==> config.mk <==
export PLATFORM = sky130hd
export DESIGN_NAME = fios_pe_ctrl
export DESIGN_NICKNAME = d
export VERILOG_FILES = /design/src/rtl/fios_ctrl_pkg.sv /design/src/rtl/fios_pe_ctrl.sv
export SDC_FILE = /design/constraint.sdc
export NUM_CORES = 1
export LEC_CHECK = 0
export CAP_MARGIN = 20
export CORE_MARGIN = 4
export CORE_UTILIZATION = 35
export CTS_CLUSTER_SIZE = 28
export DETAILED_ROUTE_END_ITERATION = 10
export GPL_TIMING_DRIVEN = 0
export PLACE_DENSITY = 0.71
export SLEW_MARGIN = 20
export SYNTH_ARGS = -nofsm -noshare
export SYNTH_HDL_FRONTEND = slang
export SYNTH_SLANG_ARGS = --single-unit
==> constraint.sdc <==
create_clock -name clock_i -period 1.9 [get_ports clock_i]
set_input_delay 0.38 -clock clock_i [delete_from_list [all_inputs] [get_ports clock_i]]
set_output_delay 0.38 -clock clock_i [all_outputs]
set_load 0.02 [all_outputs]
==> src/rtl/fios_ctrl_pkg.sv <==
// fios_ctrl_pkg: shared states, DSP opmodes and PE mux encodings for the FIOS PE sequencer
package fios_ctrl_pkg;
  typedef enum logic [3:0] {
    ST_IDLE, ST_LOAD_A, ST_AB0, ST_WAIT_T, ST_MUL_M,
    ST_WAIT_M, ST_MP0, ST_INNER, ST_DRAIN, ST_DONE
  } state_t;
  localparam logic [6:0] OPM_IDLE = 7'b0000000;
  localparam logic [6:0] OPM_AB   = 7'b0000101;
  localparam logic [6:0] OPM_AB_C = 7'b0110101;
  localparam logic [1:0] MUXA_AREG = 2'd0;
  localparam logic [1:0] MUXA_RES  = 2'd1;
  localparam logic [1:0] MUXA_MREG = 2'd2;
  localparam logic [1:0] MUXB_B      = 2'd0;
  localparam logic [1:0] MUXB_PPRIME = 2'd1;
  localparam logic [1:0] MUXB_P      = 2'd2;
  localparam logic [1:0] MUXC_CIN    = 2'd0;
  localparam logic [1:0] MUXC_RESDLY = 2'd1;
endpackage

==> src/rtl/fios_pe_ctrl.sv <==
// fios_pe_ctrl: FIOS Montgomery PE sequencer. start_i launches S outer iterations;
// outputs (all registered): busy_o/done_o status, a_idx_o/bp_idx_o word indices,
// a_reg_en_o/m_reg_en_o/CREG_en_o/RES_delay_en_o enables, mux_*_sel_o selects, OPMODE_o.
module fios_pe_ctrl
  import fios_ctrl_pkg::*;
#(
  parameter int S     = 4,
  parameter int ABREG = 1,
  parameter int MREG  = 1
) (
  input  logic                 clock_i,
  input  logic                 reset_i,
  input  logic                 start_i,
  output logic                 busy_o,
  output logic                 done_o,
  output logic [$clog2(S)-1:0] a_idx_o,
  output logic [$clog2(S)-1:0] bp_idx_o,
  output logic                 a_reg_en_o,
  output logic                 m_reg_en_o,
  output logic [1:0]           mux_A_sel_o,
  output logic [1:0]           mux_B_sel_o,
  output logic [1:0]           mux_C_sel_o,
  output logic                 CREG_en_o,
  output logic [6:0]           OPMODE_o,
  output logic                 RES_delay_en_o
);
  localparam int L  = 1 + ABREG + MREG;
  localparam int IW = $clog2(S);
  localparam logic [IW-1:0] LAST = IW'(S - 1);
  state_t state, ns;
  logic [IW-1:0] i, j, ni, nj;
  logic [1:0] w, nw;
  logic sub, nsub, mp, abc;
  assign a_idx_o  = i;
  assign bp_idx_o = j;
  // Outputs are decoded from the next state so they line up with the state register.
  always_comb begin
    ns = state;
    ni = i;
    nj = j;
    nw = w;
    nsub = sub;
    case (state)
      ST_IDLE: if (start_i) begin
        ns = ST_LOAD_A;
        ni = '0;
      end
      ST_LOAD_A: begin
        ns = ST_AB0;
        nj = '0;
      end
      ST_AB0: begin
        ns = (L > 1) ? ST_WAIT_T : ST_MUL_M;
        nw = '0;
      end
      ST_WAIT_T: begin
        ns = (w == 2'(L - 2)) ? ST_MUL_M : ST_WAIT_T;
        nw = w + 2'd1;
      end
      ST_MUL_M: begin
        ns = (L > 1) ? ST_WAIT_M : ST_MP0;
        nw = '0;
      end
      ST_WAIT_M: begin
        ns = (w == 2'(L - 2)) ? ST_MP0 : ST_WAIT_M;
        nw = w + 2'd1;
      end
      ST_MP0: begin
        ns = ST_INNER;
        nj = IW'(1);
        nsub = 1'b0;
      end
      // The end-of-iteration decision is folded into the last MP_j cycle.
      ST_INNER: if (!sub) nsub = 1'b1;
      else if (j != LAST) begin
        nj = j + IW'(1);
        nsub = 1'b0;
      end else if (i == LAST) begin
        ns = ST_DRAIN;
        nw = '0;
      end else begin
        ns = ST_LOAD_A;
        ni = i + IW'(1);
      end
      ST_DRAIN: begin
        ns = (w == 2'(L - 1)) ? ST_DONE : ST_DRAIN;
        nw = w + 2'd1;
      end
      ST_DONE: ns = ST_IDLE;
      default: ns = ST_IDLE;
    endcase
  end
  assign mp  = ns == ST_MP0 || (ns == ST_INNER && nsub);
  assign abc = ns inside {ST_AB0, ST_MP0, ST_INNER};
  always_ff @(posedge clock_i) begin
    if (reset_i) begin
      state <= ST_IDLE;
      i <= '0;
      j <= '0;
      w <= '0;
      sub <= 1'b0;
      busy_o <= 1'b0;
      done_o <= 1'b0;
      a_reg_en_o <= 1'b0;
      m_reg_en_o <= 1'b0;
      mux_A_sel_o <= MUXA_AREG;
      mux_B_sel_o <= MUXB_B;
      mux_C_sel_o <= MUXC_CIN;
      CREG_en_o <= 1'b0;
      OPMODE_o <= OPM_IDLE;
      RES_delay_en_o <= 1'b0;
    end else begin
      state <= ns;
      i <= ni;
      j <= nj;
      w <= nw;
      sub <= nsub;
      busy_o <= !(ns inside {ST_IDLE, ST_DONE});
      done_o <= ns == ST_DONE;
      a_reg_en_o <= ns == ST_LOAD_A;
      m_reg_en_o <= ns == ST_MP0;
      mux_A_sel_o <= mp ? MUXA_MREG : (ns == ST_MUL_M) ? MUXA_RES : MUXA_AREG;
      mux_B_sel_o <= mp ? MUXB_P : (ns == ST_MUL_M) ? MUXB_PPRIME : MUXB_B;
      mux_C_sel_o <= mp ? MUXC_RESDLY : MUXC_CIN;
      CREG_en_o <= abc;
      OPMODE_o <= abc ? OPM_AB_C : (ns == ST_MUL_M) ? OPM_AB : OPM_IDLE;
      // Hold t for the m multiply: first WAIT_M cycle, or MUL_M itself when there is no wait.
      RES_delay_en_o <= (ns == ST_INNER && nsub) || (ns == ST_WAIT_M && nw == 2'd0) ||
                        (L == 1 && ns == ST_MUL_M);
    end
  end
endmodule

Word level (Yosys, flattened, before mapping) --
Index checks and enable logic that the tools add are counted.
Storage, ports and cells: flip-flop bits (word level) 28, input port bits 3, output and inout bits 23, word-level logic and storage cells 89
Operators by class: $add $sub $neg 3, equality and inequality tests 24, mux-type cells 28, reduce and logical (&&, ||, !) cells 18
Operators with widths (number):
- $pmux W4 S9 | 1
- $eq A4 B3 Y1 const B | 8
- $mux W2 | 11
- $mux W4 | 4
- $eq A4 B2 Y1 const B | 3
- $ne A2 B2 Y1 const B | 6
- $pmux W2 S3 | 2
- $eq A4 B1 Y1 const B | 2
- $eq A4 B4 Y1 const B | 2
- $logic_not A4 Y1 | 2
- $add A2 B1 Y2 const B | 3
- $mux W3 | 2
- $mux W6 | 1
- $reduce_bool A3 Y1 | 2
- $reduce_or A2 Y1 | 3
- $mux W1 | 5
- $reduce_and A5 Y1 | 1
- $eq A2 B2 Y1 const B | 2
- $pmux W2 S2 | 1
- $reduce_bool A2 Y1 | 2
- $reduce_and A3 Y1 | 1
- $reduce_or A3 Y1 | 1
- $eq A2 B1 Y1 const B | 1
- $logic_and A1 B1 Y1 | 2
- 4 further kinds | 5

Longest topological paths before layout --
Gate-level depths: netlist of run 1.
depth after elaboration 9, mapped depth 7, mapped depth without buffers 7

Worst setup path before layout of run 1 --
OpenSTA, ideal clock, no wires.
path kind reg-to-reg, start register j[0], in the netlist bp_idx_o[0], end register RES_delay_en_o, arrival 1722 ps, required time 1816 ps, slack 94 ps, cell stages (with the launch flop) 6, period minus slack after synthesis 1806 ps, cell sequence dfxtp_1 > ha_1 > and3_1 > o221a_4 > or3_1 > o31ai_2
Between the ends: cells in the longest elaborated chain, start to end 7
RTL lines:
- start, declared | line fios_pe_ctrl.sv:31 | logic [IW-1:0] i, j, ni, nj;
- start signal, assigned | line fios_pe_ctrl.sv:115 | j <= nj;
- $ne A2 B2 Y1 (*) | line fios_pe_ctrl.sv:75 | else if (j != LAST) begin
- $mux W4 or $mux W2 (tied branches) | line fios_pe_ctrl.sv:75
- $mux W4 or $mux W2 (tied branches) | line fios_pe_ctrl.sv:74 | ST_INNER: if (!sub) nsub = 1'b1;
- $pmux W4 S9 or $pmux W2 S3 (tied branches) | line fios_pe_ctrl.sv:43 | case (state)
- $eq A4 B3 Y1 or $logic_not A2 Y1 (tied branches) | line fios_pe_ctrl.sv:128 | RES_delay_en_o <= (ns == ST_INNER && nsub) || (ns == ST_WAIT_M && nw == 2'd0) ||
- $logic_and A1 B1 Y1 | line fios_pe_ctrl.sv:128
- $logic_or A1 B1 Y1 (*) | line fios_pe_ctrl.sv:128
- end signal, assigned | line fios_pe_ctrl.sv:128
- end, declared | line fios_pe_ctrl.sv:25 | output logic RES_delay_en_o
Mark *: on every way between the ends. The rest lies on a longest branch, timed or not. A chain may end at the register's enable or synchronous reset.

Worst setup path in the final report of run 1 --
start register state[2], end register RES_delay_en_o
Between the ends: cells in the longest elaborated chain, start to end 6
RTL lines:
- start, declared | line fios_pe_ctrl.sv:30 | state_t state, ns;
- start signal, assigned | line fios_pe_ctrl.sv:113 | state <= ns;
- $mux W4, or another cell as far along | line fios_pe_ctrl.sv:75
- $mux W4, or another cell as far along | line fios_pe_ctrl.sv:74
- $pmux W4 S9 or $pmux W2 S3 (tied branches) | line fios_pe_ctrl.sv:43
- $eq A4 B3 Y1 or $logic_not A2 Y1 (tied branches) | line fios_pe_ctrl.sv:128
- $logic_and A1 B1 Y1 | line fios_pe_ctrl.sv:128
- $logic_or A1 B1 Y1 (*) | line fios_pe_ctrl.sv:128
Marks and branches as above.

==> results.sh, run 1 <==
export IMPL_first_iter_violations=40
export IMPL_drt_vias_per_instance=5.04
export IMPL_cpMaxStageDelayCell="or3_4"
export IMPL_slowest_delay_ps=400
export IMPL_vias=1069
export IMPL_place_hpwl_mm=2.06
export IMPL_grt_pass1_wl_mm=4.78
export IMPL_htree_levels=1
export IMPL_nets=177
export IMPL_powerDensity_nw_per_um2=619
export IMPL_grt_usage=0.138
export IMPL_whs_path_depth=2
export IMPL_cts_sinks=20
export IMPL_die_area_sq_um=4410
export IMPL_core_sq_um=3150
export IMPL_start_util=0.379
export IMPL_hp_class="in2reg"
export IMPL_die_y_um=66.4
export IMPL_numPortBuffers=20
export IMPL_required_ps=2120
export IMPL_numCtsBuffers=3
export IMPL_clockBufferDepth=2
export IMPL_area_growth_pct=29.4
export IMPL_arrival_ps=2070
export IMPL_multi_input_area_sq_um=688
export IMPL_synth_warning_count=0
export IMPL_drive_above_1_share=0.185
export IMPL_grt_max_degree=13
export IMPL_grt_pass1_vias=1022
export IMPL_ant_nets=0
export IMPL_diodes=0
export IMPL_ff_latch_area_sq_um=403
export IMPL_clkTransAtPathRegs_ps=120
export IMPL_crit_chain="buf_6, nand2_1, or2_4, o221a_4, or3_4, o31ai_4"
export IMPL_worst_slack_ps=54.2
export IMPL_nFillCells=337
export IMPL_path_class="reg2reg"
export IMPL_r2r_start="state[2]"
export IMPL_hold_start="reset_i"
export IMPL_synth_ff_type="dfxtp_1"
export IMPL_hold_end="state[2]"
export IMPL_final_common_cell="clkdlybuf4s50_1"
export IMPL_tns_ps=0
export IMPL_p_leak_uw=0.000595
export IMPL_clock_skew_ps=7.42
export IMPL_max_cap_violations=0
export IMPL_globalRouteOverflowTotal=0
export IMPL_start_kind="flip-flop"
export IMPL_ys_ff_latch=20
export IMPL_gp_congestion=0.906
export IMPL_rr_endpoint="RES_delay_en_o"
export IMPL_finalSetupViolCount=0
export IMPL_worstSetupEndpointType="flip-flop"
export IMPL_root_buffer="clkbuf_4"
export IMPL_clk_latency_ps=310
export IMPL_pre_cts_slack_ps=-66.2
export IMPL_post_drt_wl_per_cell_um=12.9
export IMPL_die_w_um=66.4
export IMPL_io_pins=26
export IMPL_hold_buffers=0
export IMPL_reg2reg_slack_ps=50
export IMPL_antenna_found_initial=0
export IMPL_fin_crit_ps=1850
export IMPL_drc=0
export IMPL_firstDrtPassIters=4
export IMPL_outcome="finished clean"
export IMPL_cp_max_fo=9
export IMPL_drt_wl_total_mm=2.75
export IMPL_synth_seq_area_share=0.335
export IMPL_synth_distinct_cells=44
export IMPL_synthArstFlopShare=0
export IMPL_final_cell_mix="20 x clkdlybuf4s50_1, 18 x dfxtp_1, 12 x nand2_1, 11 x buf_4"
export IMPL_finalHoldViolCount=0
export IMPL_max_freq_mhz=542
export IMPL_row_count=20
export IMPL_finalCritPeriodShare=0.971
export IMPL_slew_violations=0
export IMPL_syn_inst=141
export IMPL_synthesis_area_sq_um=1190
export IMPL_r2r_cells=6
export IMPL_avgSynthCellArea_sq_um=8.47
export IMPL_synth_edf_count=0
export IMPL_peakVddDrop_uv=234
export IMPL_cts_tree="built"
-- critical path, delay by kind of cell, from the launching register on --
family	cells	cell delay (ps)
AO/OA/AOI/OAI	2	550
flip-flops	1	340
buffers and inverters	1	140
AND/OR/NAND/NOR	3	720
-- area by class of cell --
cell class,instances,share of cell area
plain buffers,18,0.0794
multi-input cells,101,0.446
clock buffers,3,0.0146
well taps,44,0.0357
inverters,4,0.00972
clock inverters,1,0.0194
flip-flops and latches,20,0.261
repair buffers,21,0.135
-- cell usage after synthesis (2+ instances only) --
cell type | number | area, sq um
a31oi_1 | 3 | 18.8
buf_4 | 11 | 82.6
nor3b_1 | 2 | 15.0
a21oi_1 | 10 | 50.1
nor3_1 | 3 | 15.0
dfxtp_1 | 20 | 400
buf_2 | 2 | 10.0
nand3_1 | 3 | 15.0
o21ai_0 | 3 | 15.0
and3_1 | 2 | 12.5
nor2_1 | 10 | 37.5
a211oi_1 | 2 | 15.0
inv_1 | 4 | 15.0
nand2b_1 | 7 | 43.8
ha_1 | 5 | 62.6
clkbuf_1 | 5 | 18.8
mux2i_1 | 2 | 20.0
nand2_1 | 12 | 45.0
o21bai_1 | 2 | 15.0
nor2b_1 | 7 | 43.8
or3_1 | 3 | 18.8
-- registers in the layout (all words and copies together), names as in the netlist --
| register | flops |
|---|---|
| done_o | 1 |
| bp_idx_o | 2 |
| a_idx_o | 2 |
| m_reg_en_o | 1 |
| OPMODE_o | 2 |
| RES_delay_en_o | 1 |
| w | 2 |
| state | 4 |
| mux_B_sel_o | 2 |
| sub | 1 |
| a_reg_en_o | 1 |
| busy_o | 1 |
-- what timing repair did --
action	in CTS	in global routing
setup buffers	1	0
pin swaps	2	0
setup endpoints to repair	1	3
gates resized for setup	3	6
-- cells by family after synthesis --
logic type	Yosys count	synth area share
compound gates	34	0.210
xor+xnor	1	0.00734
fa+ha+maj	5	0.0524
buf+inv	23	0.115
flops	20	0.335
mux	3	0.0262
other cells	1	0.00314
simple gates	54	0.251
-- where the power goes --
part	switching, uW	internal (uW)
registers	6.94	432
clock network	136	213
logic	93.3	74.2
-- per-layer routing --
| metal | track usage | vias up | part of all wire | wire [um] |
|---|---|---|---|---|
| met5 | 0 | - | 0 | 0 |
| met3 | 0.0204 | 5 | 0.060 | 165 |
| met1 | 0.175 | 488 | 0.42 | 1170 |
| met4 | 0.0558 | 0 | 0.020 | 55 |
| li1 | - | 532 | - | - |
| met2 | 0.232 | 44 | 0.49 | 1360 |
-- worst max-delay path by stage --
stage	startpoint	to	slack, ps	cells after the start
finish	state[2]	RES_delay_en_o	50	6
global route	state[1]	RES_delay_en_o	-8	6
CTS	bp_idx_o[0]	RES_delay_en_o	10	5
detailed placement	start_i	RES_delay_en_o	-70	6
global placement	start_i	RES_delay_en_o	4	6
floorplan	bp_idx_o[0]	RES_delay_en_o	90	5
-- through the flow --
step | instance area [sq um] | total power (uW) | cells | hold WS [ps] | utilization
6_report | 1540 | 956 | 212 | 436 | 0.490
5_1_grt | 1540 | 1000 | 212 | 446 | 0.490
4_1_cts | 1530 | 966 | 213 | 418 | 0.485
3_5_place_dp | 1460 | 614 | 208 | 490 | 0.463
3_3_place_gp | 1460 | 611 | 208 | 479 | 0.463
2_1_floorplan | 1200 | 567 | 144 | 557 | -
(Power assumes the default switching activity.)
==> inputs of run 2 (changes only) <==
--- a/config.mk
+++ b/config.mk
@@ -12,7 +12,6 @@
 export DETAILED_ROUTE_END_ITERATION = 10
 export GPL_TIMING_DRIVEN = 0
 export PLACE_DENSITY = 0.71
-export SLEW_MARGIN = 20
 export SYNTH_ARGS = -nofsm -noshare
 export SYNTH_HDL_FRONTEND = slang
 export SYNTH_SLANG_ARGS = --single-unit
==> results of run 2 <==
Final layout, timing and power as in run 1 (identical DEF).
